### config.mk
export PLATFORM = sky130hd
export DESIGN_NAME = wishbone_openram_responder
export DESIGN_NICKNAME = d
export VERILOG_FILES = /design/src/rtl/wishbone_openram_responder.sv
export SDC_FILE = /design/constraint.sdc
export NUM_CORES = 1
export LEC_CHECK = 0
export ABC_AREA = 1
export CAP_MARGIN = 5
export CORE_ASPECT_RATIO = 2
export CORE_MARGIN = 4
export CORE_UTILIZATION = 42
export CTS_BUF_LIST = sky130_fd_sc_hd__clkbuf_8 sky130_fd_sc_hd__clkbuf_16
export DETAILED_ROUTE_END_ITERATION = 6
export GPL_TIMING_DRIVEN = 0
export PLACE_DENSITY_LB_ADDON = 0.15
export SYNTH_ARGS = -nofsm -noshare
export SYNTH_HDL_FRONTEND = slang
export SYNTH_SLANG_ARGS = --single-unit
export TNS_END_PERCENT = 20
### constraint.sdc
create_clock -name wb_clk_i -period 5.1 [get_ports wb_clk_i]
set_clock_uncertainty 0.1 [all_clocks]
set_input_delay 1.02 -clock wb_clk_i [delete_from_list [all_inputs] [get_ports wb_clk_i]]
set_output_delay 1.02 -clock wb_clk_i [all_outputs]
set_load 0.01 [all_outputs]
### src/rtl/wishbone_openram_responder.sv
// Wishbone classic-cycle slave driving one single-port OpenRAM macro.
// Each request becomes exactly one registered macro access; reads wait out
// the macro read latency before returning ack together with the data.
module wishbone_openram_responder #(
    parameter int unsigned ADDR_WIDTH   = 8,
    parameter int unsigned READ_LATENCY = 1
) (
    input  logic                  wb_clk_i,
    input  logic                  wb_rst_i,
    input  logic                  wbs_stb_i,
    input  logic                  wbs_cyc_i,
    input  logic                  wbs_we_i,
    input  logic [3:0]            wbs_sel_i,
    input  logic [31:0]           wbs_dat_i,
    input  logic [31:0]           wbs_adr_i,
    output logic                  wbs_ack_o,
    output logic [31:0]           wbs_dat_o,
    output logic                  sram_csb_o,
    output logic                  sram_web_o,
    output logic [3:0]            sram_wmask_o,
    output logic [ADDR_WIDTH-1:0] sram_addr_o,
    output logic [31:0]           sram_din_o,
    input  logic [31:0]           sram_dout_i
);

    typedef enum logic [1:0] {StIdle, StIssue, StWait, StAck} state_e;

    state_e                state_q, state_d;
    logic [1:0]            cnt_q, cnt_d;
    logic                  csb_q, csb_d;
    logic                  web_q, web_d;
    logic [3:0]            wmask_q, wmask_d;
    logic [ADDR_WIDTH-1:0] addr_q, addr_d;
    logic [31:0]           din_q, din_d;
    logic                  ack_q, ack_d;
    logic [31:0]           dat_q, dat_d;

    // Address bits outside the word index are decoded upstream.
    logic unused_adr;
    assign unused_adr = ^{wbs_adr_i[31:ADDR_WIDTH+2], wbs_adr_i[1:0]};

    // Next-state and registered-output logic for the access sequencer.
    always_comb begin
        state_d = state_q;
        cnt_d   = cnt_q;
        csb_d   = csb_q;
        web_d   = web_q;
        wmask_d = wmask_q;
        addr_d  = addr_q;
        din_d   = din_q;
        ack_d   = 1'b0;
        dat_d   = dat_q;
        unique case (state_q)
            StIdle: begin
                if (wbs_cyc_i && wbs_stb_i) begin
                    csb_d   = 1'b0;
                    web_d   = ~wbs_we_i;
                    wmask_d = wbs_we_i ? wbs_sel_i : 4'b0000;
                    addr_d  = wbs_adr_i[ADDR_WIDTH+1:2];
                    din_d   = wbs_dat_i;
                    state_d = StIssue;
                end
            end
            StIssue: begin
                // The macro captures on this edge regardless of an abort.
                csb_d = 1'b1;
                web_d = 1'b1;
                if (!wbs_cyc_i) begin
                    state_d = StIdle;
                end else if (!web_q) begin
                    ack_d   = 1'b1;
                    state_d = StAck;
                end else begin
                    cnt_d   = 2'(READ_LATENCY - 1);
                    state_d = StWait;
                end
            end
            StWait: begin
                if (!wbs_cyc_i) begin
                    state_d = StIdle;
                end else if (cnt_q == 2'd0) begin
                    dat_d   = sram_dout_i;
                    ack_d   = 1'b1;
                    state_d = StAck;
                end else begin
                    cnt_d = cnt_q - 2'd1;
                end
            end
            StAck: begin
                // Bus inputs are ignored here; a held strobe restarts from idle.
                state_d = StIdle;
            end
            default: state_d = StIdle;
        endcase
    end

    // State and output registers with asynchronous reset.
    always_ff @(posedge wb_clk_i or posedge wb_rst_i) begin
        if (wb_rst_i) begin
            state_q <= StIdle;
            cnt_q   <= 2'd0;
            csb_q   <= 1'b1;
            web_q   <= 1'b1;
            wmask_q <= 4'b0000;
            addr_q  <= '0;
            din_q   <= 32'd0;
            ack_q   <= 1'b0;
            dat_q   <= 32'd0;
        end else begin
            state_q <= state_d;
            cnt_q   <= cnt_d;
            csb_q   <= csb_d;
            web_q   <= web_d;
            wmask_q <= wmask_d;
            addr_q  <= addr_d;
            din_q   <= din_d;
            ack_q   <= ack_d;
            dat_q   <= dat_d;
        end
    end

    assign wbs_ack_o    = ack_q;
    assign wbs_dat_o    = dat_q;
    assign sram_csb_o   = csb_q;
    assign sram_web_o   = web_q;
    assign sram_wmask_o = wmask_q;
    assign sram_addr_o  = addr_q;
    assign sram_din_o   = din_q;

endmodule

==> impl_metrics.env <==
export IMPL_status="complete, no violations"
export IMPL_hold_viol_final=0
export IMPL_post_route_period_util=0.500
export IMPL_rsz0062_at_grt="no"
export IMPL_die_x_um=71.3
export IMPL_initial_core_util=0.427
export IMPL_fin_crit_ns=2.55
export IMPL_critPathLaunch="sram_web_o"
export IMPL_ys_seq_area_frac=0.617
export IMPL_drive_above_1_share=0.0647
export IMPL_critPathCaptureType="primary output"
export IMPL_path_max_fanout=5
export IMPL_nets=661
export IMPL_vias=2982
export IMPL_drt_initial_drc_count=102
export IMPL_dp_slack_ns=2.54
export IMPL_post_cts_buffers=0
export IMPL_max_freq_mhz=392
export IMPL_totalWireLength_mm=8.83
export IMPL_grt_max_degree=46
export IMPL_cts_max_path_buffers=2
export IMPL_cp_cell_sequence="clkdlybuf4s50_1"
export IMPL_worst_pin_slew_ns=0.493
export IMPL_use_met3=0.0671
export IMPL_ctsHoldBuffers=0
export IMPL_vias_per_cell=4.57
export IMPL_setup_tns_ns=0
export IMPL_crit_path_start_kind="flip-flop"
export IMPL_final_cell_mix="175 x nand2_1, 159 x clkdlybuf4s50_1, 81 x dfrtp_1, 44 x inv_1, 30 x o21ai_1"
export IMPL_critical_path_top_delay_family="flip-flops"
export IMPL_antenna_found_initial=0
export IMPL_cts_tree="done"
export IMPL_cp_slowest_cell="dfstp_2"
export IMPL_drcViolationCount=0
export IMPL_r2r_slack_ns=3.46
export IMPL_syn_area_um2=3370
export IMPL_synth_mux_area_frac=0
export IMPL_n_antenna_cell=0
export IMPL_synth_area_leaders="dfrtp_1 60%, nand2_1 20%, inv_1 4.9%, o21ai_1 4.5%, ha_1 1.9%"
export IMPL_cts_root_buf="clkbuf_16"
export IMPL_maxCapViolCount=0
export IMPL_slew_headroom=0.671
export IMPL_cp_required_ns=3.98
export IMPL_ys_ff_latch=83
export IMPL_setup_violations_final=0
export IMPL_crit_arrival_ns=1.43
export IMPL_grt_pass1_vias=3090
export IMPL_cts_sinks=83
export IMPL_place_gp_congestion=0.816
export IMPL_port_buffers=159
export IMPL_final_core_util=0.692
export IMPL_grt_pass1_wl_mm=14.7
export IMPL_power_leakage_nw=2.71
export IMPL_powerDensity_nw_per_um2=589
export IMPL_hold_class="flip-flop to flip-flop"
export IMPL_yosysWarnings=0
export IMPL_worst_path_buf_inv=1
export IMPL_synth_area_leader_cell="dfrtp_1"
export IMPL_grtUsageMet1=0.209
export IMPL_min_from="sram_din_o[21]"
export IMPL_dp_hpwl_mm=6.85
export IMPL_ant_nets=0
export IMPL_first_pass_iters=4
export IMPL_use_met2=0.342
export IMPL_synth_cells=380
export IMPL_area_growth_synth_to_final_pct=61.9
export IMPL_dieArea_um2=9600
export IMPL_synth_compound_area_share=0.0706
export IMPL_cts_resized=0
export IMPL_ys_types=19
export IMPL_post_drt_wl_per_cell_um=13.5
export IMPL_synth_top_family_by_area="simple AND/OR/NAND/NOR gates"
export IMPL_insertion_delay_ns=0.33
export IMPL_die_h_um=135
export IMPL_grt_usage=0.194
export IMPL_boundaryPins=184
export IMPL_top_usage_layer="met2"
export IMPL_synth_fa_ha_area_frac=0.0186
export IMPL_synth_area_per_cell_um2=8.86
export IMPL_fin_ws_ns=2.55
export IMPL_worstSetupPathType="flip-flop to primary output"
export IMPL_vdd_ir_drop_max_mv=0.288
export IMPL_synth_simple_area_share=0.215
export IMPL_cts_htree_levels=3
export IMPL_critPathMaxStageDelay_ns=0.56
export IMPL_numCtsBuffers=9
export IMPL_num_rows=46
export IMPL_clk_pin_slew_worst_paths_ns=0.06
export IMPL_core_area_um2=7890
export IMPL_yosysTopAreaCellShare=0.602
export IMPL_syn_nets=490
export IMPL_synthXorXnorAreaFrac=0
export IMPL_r2r_start="state_q[0]"
export IMPL_final_common_cell="nand2_1"
export IMPL_slew_violations=0
export IMPL_gr_total_overflow=0
## metal layers
layer	share of wire	wire (µm)
met1	0.36	3150
met2	0.53	4710
met3	0.087	767
met4	0.023	199
met5	0	0
## metrics by stage
step           cell area (µm²)  instances  total power (W)  hold WS, ns
6_report                  5450        652          0.00321        0.378
5_1_grt                   5450        652          0.00344        0.391
4_1_cts                   5450        652          0.00326        0.381
3_5_place_dp              5110        636          0.00250        0.364
3_3_place_gp              5080        635          0.00246        0.357
2_1_floorplan             3370        380          0.00171        0.342
## area by class of cell
| type | count | area [µm²] |
|---|---|---|
| fillers | 651 | 2430 |
| flip-flops and latches | 83 | 2080 |
| repair buffers | 160 | 1620 |
| multi-input cells | 237 | 1030 |
| clock buffers | 10 | 239 |
| inverters | 45 | 171 |
| well taps | 96 | 120 |
| clock inverters | 6 | 104 |
| plain buffers | 15 | 93.8 |
## Yosys cell counts
| cell | number |
|---|---|
| nand2_1 | 175 |
| dfrtp_1 | 81 |
| inv_1 | 44 |
| o21ai_1 | 30 |
| o21ai_0 | 11 |
| buf_2 | 6 |
| ha_1 | 5 |
| nor2_1 | 5 |
| buf_4 | 4 |
| a21oi_1 | 3 |
| clkbuf_1 | 3 |
| buf_6 | 2 |
| dfstp_2 | 2 |
| nand3_1 | 2 |
| nand4_1 | 2 |
| o21ai_2 | 2 |
| inv_2 | 1 |
| nand3_2 | 1 |
| nand3_4 | 1 |
## worst paths after layout
| check | endpoint | depth (start not counted) |
|---|---|---|
| setup / recovery | sram_web_o | 1 |
| hold / removal | sram_din_o[21] | 2 |
| setup reg to reg | wbs_dat_o[19] | 6 |
| hold reg to reg | sram_din_o[21] | 2 |
| max in group asynchronous | sram_din_o[4] | 3 |
| min in group asynchronous | wbs_dat_o[10] | 2 |
## registers in the layout, indices dropped and copies added, names as in the netlist
name / cells
sram_web_o: 1
sram_din_o: 32
sram_wmask_o: 4
sram_addr_o: 8
state_q: 2
wbs_ack_o: 1
wbs_dat_o: 32
sram_csb_o: 1
cnt_q: 2
## cells by family after synthesis
logic type,after synthesis
fa+ha+maj,5
buf+inv,60
simple gates,186
flops,83
compound gates,46
## power by group
part           switching, W  internal [W]
clock network      0.000246      0.000488
registers          0.000161      0.000965
logic              0.000618      0.000736
total               0.00103       0.00219
(Power assumes the default switching activity.)
